`config.mk`:
```
export PLATFORM = sky130hd
export DESIGN_NAME = seven_segment_scan_controller
export DESIGN_NICKNAME = d
export VERILOG_FILES = /design/src/rtl/seven_segment_scan_controller.sv
export SDC_FILE = /design/constraint.sdc
export NUM_CORES = 1
export LEC_CHECK = 0
export BUFFER_PORTS_ARGS = -buffer_cell sky130_fd_sc_hd__buf_4
export CAP_MARGIN = 20
export CORE_MARGIN = 5
export CORE_UTILIZATION = 45
export DETAILED_ROUTE_END_ITERATION = 10
export GPL_TIMING_DRIVEN = 0
export PLACE_DENSITY_LB_ADDON = 0.12
export SETUP_SLACK_MARGIN = 0.5
export SLEW_MARGIN = 20
export SYNTH_ARGS = -nofsm -noshare
export SYNTH_HDL_FRONTEND = slang
export SYNTH_SLANG_ARGS = --single-unit
```
`constraint.sdc`:
```
create_clock -name clk -period 4.5 [get_ports clk]
set_clock_uncertainty 0.2 [all_clocks]
set_input_delay 0.9 -clock clk [delete_from_list [all_inputs] [get_ports clk]]
set_output_delay 0.9 -clock clk [all_outputs]
set_load 0.01 [all_outputs]
```
`src/rtl/seven_segment_scan_controller.sv`:
```
// Scans a multi-digit nibble value onto one shared seven-segment decoder with
// per-slot dead time, leading-zero blanking and frame-atomic value updates.
`timescale 1ns/1ps

module seven_segment_scan_controller #(
    parameter int NUM_DIGITS   = 4,
    parameter int REFRESH_DIV  = 50000,
    parameter int BLANK_CYCLES = 500
) (
    input  logic                    clk,
    input  logic                    rst_n,
    input  logic                    en,
    input  logic [4*NUM_DIGITS-1:0] value,
    input  logic                    load,
    input  logic                    lz_blank_en,
    output logic [3:0]              digit,
    output logic [NUM_DIGITS-1:0]   anode_n,
    output logic                    blank,
    output logic                    frame_done
);

    localparam int CNT_W = $clog2(REFRESH_DIV);
    localparam int IDX_W = $clog2(NUM_DIGITS);
    localparam logic [CNT_W-1:0] CNT_LAST       = CNT_W'(REFRESH_DIV - 1);
    localparam logic [CNT_W-1:0] CNT_BLANK_LAST = CNT_W'(BLANK_CYCLES - 1);
    localparam logic [IDX_W-1:0] IDX_LAST       = IDX_W'(NUM_DIGITS - 1);

    typedef enum logic [1:0] {
        S_IDLE  = 2'd0,
        S_BLANK = 2'd1,
        S_DRIVE = 2'd2
    } state_t;

    state_t                  state;
    state_t                  state_nxt;
    logic [CNT_W-1:0]        cnt;
    logic [IDX_W-1:0]        idx;
    logic [4*NUM_DIGITS-1:0] display;
    logic [4*NUM_DIGITS-1:0] pending;
    logic                    pending_valid;

    logic [NUM_DIGITS-1:0]   upper_zero;
    logic                    suppress;
    logic                    frame_end;
    logic                    drive_on;
    logic [3:0]              digit_nxt;
    logic [NUM_DIGITS-1:0]   anode_nxt;
    logic                    blank_nxt;
    logic                    frame_done_nxt;

    assign frame_end = en && (cnt == CNT_LAST) && (idx == IDX_LAST);

    // upper_zero[i] is set when digits i..NUM_DIGITS-1 of the shown value are all zero.
    always_comb begin : zero_scan
        logic acc;
        acc        = 1'b1;
        upper_zero = '0;
        for (int i = NUM_DIGITS - 1; i >= 0; i--) begin
            acc           = acc && (display[4*i +: 4] == 4'd0);
            upper_zero[i] = acc;
        end
    end

    assign suppress = lz_blank_en && (idx != '0) && upper_zero[idx];

    // State register; IDLE with en=1 is the cnt=0 blank cycle of slot 0.
    always_ff @(posedge clk or negedge rst_n) begin
        if (!rst_n) begin
            state <= S_IDLE;
        end else begin
            state <= state_nxt;
        end
    end

    always_comb begin
        state_nxt = state;
        if (!en) begin
            state_nxt = S_IDLE;
        end else begin
            case (state)
                S_IDLE, S_BLANK: state_nxt = (cnt == CNT_BLANK_LAST) ? S_DRIVE : S_BLANK;
                S_DRIVE:         state_nxt = (cnt == CNT_LAST) ? S_BLANK : S_DRIVE;
                default:         state_nxt = S_IDLE;
            endcase
        end
    end

    always_comb begin
        drive_on       = en && (state == S_DRIVE) && !suppress;
        digit_nxt      = display[4*int'(idx) +: 4];
        anode_nxt      = drive_on ? ~(NUM_DIGITS'(1) << idx) : '1;
        blank_nxt      = !drive_on;
        frame_done_nxt = frame_end;
    end

    always_ff @(posedge clk or negedge rst_n) begin
        if (!rst_n) begin
            cnt <= '0;
            idx <= '0;
        end else if (!en) begin
            cnt <= '0;
            idx <= '0;
        end else if (cnt == CNT_LAST) begin
            cnt <= '0;
            idx <= (idx == IDX_LAST) ? '0 : idx + IDX_W'(1);
        end else begin
            cnt <= cnt + CNT_W'(1);
        end
    end

    // New values land in display only at a frame end or while idle, never mid-frame.
    always_ff @(posedge clk or negedge rst_n) begin
        if (!rst_n) begin
            display       <= '0;
            pending       <= '0;
            pending_valid <= 1'b0;
        end else if (load) begin
            if (frame_end || !en) begin
                display       <= value;
                pending_valid <= 1'b0;
            end else begin
                pending       <= value;
                pending_valid <= 1'b1;
            end
        end else if (pending_valid && (frame_end || !en)) begin
            display       <= pending;
            pending_valid <= 1'b0;
        end
    end

    always_ff @(posedge clk or negedge rst_n) begin
        if (!rst_n) begin
            digit      <= 4'd0;
            anode_n    <= '1;
            blank      <= 1'b1;
            frame_done <= 1'b0;
        end else begin
            digit      <= digit_nxt;
            anode_n    <= anode_nxt;
            blank      <= blank_nxt;
            frame_done <= frame_done_nxt;
        end
    end

endmodule

```
==> PnR_summary.wiki <==
{| class="wikitable"
! Metric !! Value
|-
| Die area || 8560 µm²
|-
| Cell leakage power || 1.59 nW
|-
| Power density of the placed cells || 375 nW/µm²
|-
| Critical path startpoint category || register
|-
| Number of antenna diodes || 0
|-
| Relative max-transition margin || 0.471
|-
| Initial antenna violation count || 0
|-
| Critical Path Sink || anode_n[3]$_DFF_PN1_
|-
| DRC violation total after the first TritonRoute iteration || 97
|-
| Die span in y || 92.5 µm
|-
| Cell Area, Synth || 3060 µm²
|-
| Post-synthesis compound-gate area fraction || 0.102
|-
| Placed Cells incl. Taps || 382
|-
| Maximum clock frequency || 425 MHz
|-
| CTS tree || yes
|-
| Aggregate negative setup slack || 0 ns
|-
| Final hold violation count || 0
|-
| Worst-path clk slew || 0.07 ns
|-
| Maximum Capacitance Violations || 0
|-
| First-pass GRT wire length || 10800 µm
|-
| Arrival time of data at the critical path endpoint || 2.44 ns
|-
| Area growth from synthesis to layout || 17.4%
|-
| Count of vias placed by the detailed router || 2215
|-
| Largest vdd supply drop || 165 µV
|-
| Area of the core || 6720 µm²
|-
| Post-synthesis xor/xnor area fraction || 0.0314
|-
| Register-to-register path setup slack || 2.15 ns
|-
| Number of endpoints failing setup at the final stage || 0
|-
| Source of the worst register-to-register timing path || idx[0]$_DFFE_PN0P_
|-
| Syn Area/Cell || 11.2 µm²
|-
| Post_cts resized || 0
|-
| Tcrit/Tclk final || 0.523
|-
| Vias in the first global route || 2101
|-
| Average wire per standard cell || 16.2 µm
|-
| Ratio of cells with drive above 1 in the final layout || 0.252
|-
| Endpoint of the worst-slack reg-to-reg timing path || anode_n[3]$_DFF_PN1_
|-
| Residual antenna-violating net count after detailed routing || 0
|-
| Number of distinct standard cells referenced by the synthesized netlist || 44
|-
| Number of nets in the finished design || 339
|-
| Gpl congestion || 0.788
|-
| CTS buffer count || 9
|-
| Flop and latch count out of synthesis || 63
|-
| Main synth FF type || sky130_fd_sc_hd__dfrtp_1
|-
| # port buffers || 28
|-
| Number of buffers inserted for hold repair after clock tree synthesis || 0
|-
| Global-route total usage across every layer || 0.164
|-
| Post-CTS Setup Bufs || 0
|-
| Buffer levels on the longest clock path || 2
|-
| H-tree depth || 3
|-
| Share of synthesized flip-flops with an asynchronous set or reset || 1.00
|-
| Crit path from || idx[0]$_DFFE_PN0P_
|-
| Number of iterations in the first detailed-routing pass || 4
|-
| Critical Path Sink Type || register
|-
| Number of sinks driven by the clock tree || 63
|-
| Mux contribution to synthesized area || 0.0882
|-
| Required time at the worst-slack endpoint || 4.58 ns
|-
| Total wirelength of the detailed-routed design || 6430 µm
|-
| Total half-perimeter wirelength after legalization and detailed placement || 4470 µm
|-
| Top-Level Pins || 31
|-
| Placement-stage worst setup slack || 2.06 ns
|-
| Final core utilization || 0.535
|-
| Number of vias per cell || 5.57
|-
| GRT Residual Overflow || 0
|-
| Largest family of logic cells by synthesized area || simple AND/OR/NAND/NOR gates
|-
| Die boundary width || 92.5 µm
|-
| CTS Root Cell || sky130_fd_sc_hd__clkbuf_8
|-
| Depth of the worst register-to-register path || 7
|-
| Sequential-to-total area share from yosys stat || 0.517
|-
| Simple-gate area share of the yosys netlist || 0.202
|-
| Clock period minus worst slack || 2.35 ns
|-
| Status || finished, final reports clean
|-
| Unrepaired setup endpoints after global routing || false
|-
| Cells on Worst Hold Path || 1
|-
| Number of rows created at floorplan || 30
|-
| Initial core utilization || 0.456
|-
| Largest net degree at the start of global routing || 64
|-
| Number of warning messages in the yosys log || 0
|-
| Number of instances in the synthesized netlist || 274
|-
| Number of flops mapped to enable cells by yosys || 0
|-
| Total nets after synthesis || 300
|-
| Transition time at the pin with the least slew margin || 0.794 ns
|-
| Area share of fa/ha/maj cells after synthesis || 0.0204
|-
| Worst-skew pair later-pin latency || 0.34 ns
|-
| Worst path setup slack after routing || 2.15 ns
|-
| Max Fanout on Critical Path || 9
|-
| Fill cell count || 615
|-
| Worst setup path class || register to register
|-
| Final non-filler cell total || 398
|-
| Remaining routing DRC violations || 0
|-
| Worst min path class || register to register
|-
| Total count of max-transition violations in the final report || 0
|}
layout make-up:
type / count / area (µm²) / share of cell area
Tap cell: 80 / 100 / 0.0278
Timing Repair Buffer: 28 / 210 / 0.0585
Inverter: 10 / 37.5 / 0.0104
Clock buffer: 9 / 124 / 0.0344
Sequential cell: 63 / 1580 / 0.440
Clock inverter: 7 / 97.6 / 0.0271
Multi-Input combinational cell: 187 / 1360 / 0.379
Buffer: 14 / 81.3 / 0.0226
stage by stage:
stage          area (µm²)  total power, mW  hold WS [ns]
2_1_floorplan        3060            0.747         0.248
3_3_place_gp         3370            0.808         0.278
3_5_place_dp         3370            0.813         0.275
4_1_cts              3600             1.36         0.285
5_1_grt              3600             1.41         0.302
6_report             3600             1.35         0.281
worst min path at each step:
| stage | from | end | slack (ns) |
|---|---|---|---|
| floorplan | cnt[0]$_DFF_PN0_ | cnt[0]$_DFF_PN0_ | 0.25 |
| global route | cnt[0]$_DFF_PN0_ | cnt[0]$_DFF_PN0_ | 0.30 |
| detailed placement | cnt[0]$_DFF_PN0_ | cnt[0]$_DFF_PN0_ | 0.27 |
| global placement | pending[12]$_DFFE_PN0P_ | pending[12]$_DFFE_PN0P_ | 0.28 |
| CTS | cnt[0]$_DFF_PN0_ | cnt[0]$_DFF_PN0_ | 0.28 |
| finish | cnt[0]$_DFF_PN0_ | cnt[0]$_DFF_PN0_ | 0.28 |
sequential cells by signal, indices dropped and copies added (netlist names):
name           cells
pending_valid      1
cnt               16
anode_n            4
state              2
frame_done         1
idx                2
pending           16
display           16
digit              4
blank              1
routing by layer:
layer  up-vias  routed length [µm]  global-route usage
met5         -                   0                   0
met4         0                 120              0.0780
met3        10                 316              0.0333
met2        56                2710               0.213
met1      1075                3280               0.256
li1       1074                   -                   -
cell usage after synthesis, drive strengths merged (8+ instances only):
| cell | number | area [µm²] |
|---|---|---|
| a211o | 9 | 78.8 |
| nand2 | 27 | 101 |
| and2 | 11 | 68.8 |
| a22oi | 9 | 67.6 |
| inv | 10 | 37.5 |
| o22ai | 8 | 50.1 |
| and3b | 8 | 70.1 |
| nand3 | 13 | 77.6 |
| a21oi | 12 | 63.8 |
| mux2 | 16 | 180 |
| nor2 | 13 | 48.8 |
| dfrtp | 58 | 1450 |
cells in the final DEF, fill, tap and decap left out, types with 6 or more instances in the layout:
cell,count
sky130_fd_sc_hd__clkbuf_1,7
sky130_fd_sc_hd__clkbuf_8,9
sky130_fd_sc_hd__buf_4,29
sky130_fd_sc_hd__nand2_1,27
sky130_fd_sc_hd__a22oi_1,9
sky130_fd_sc_hd__inv_1,10
sky130_fd_sc_hd__xor2_1,6
sky130_fd_sc_hd__nand3_1,12
sky130_fd_sc_hd__a211o_1,9
sky130_fd_sc_hd__mux2_2,16
sky130_fd_sc_hd__and3b_1,8
sky130_fd_sc_hd__a21oi_1,11
sky130_fd_sc_hd__nor2_1,13
sky130_fd_sc_hd__and2_1,11
sky130_fd_sc_hd__nor4_1,6
sky130_fd_sc_hd__dfrtp_1,58
sky130_fd_sc_hd__o22ai_1,8
logic make-up (layout without fill, tap and decap cells):
group / after synthesis / count (layout)
and+or+nand+nor: 105 / 105
DFF: 63 / 63
AOI/OAI and AO/OA: 46 / 46
buffers and inverters: 24 / 68
muxes: 20 / 20
xor gates and xnor gates: 11 / 11
adders and majority gates: 5 / 5
power breakdown:
part | internal, mW | switching, mW
clock | 0.312 | 0.233
sequential | 0.619 | 0.0384
combinational | 0.0772 | 0.0667
total | 1.01 | 0.339
critical path: stages (launching register included):
cell                       delay (ns)
sky130_fd_sc_hd__dfrtp_1         0.38
sky130_fd_sc_hd__clkbuf_1        0.42
sky130_fd_sc_hd__inv_1           0.14
sky130_fd_sc_hd__ha_1            0.24
sky130_fd_sc_hd__nor4b_1         0.35
sky130_fd_sc_hd__nand3_1         0.14
sky130_fd_sc_hd__a211o_1         0.31
sky130_fd_sc_hd__nand3_1         0.11
Note: power is estimated with default switching activity, not from simulation.
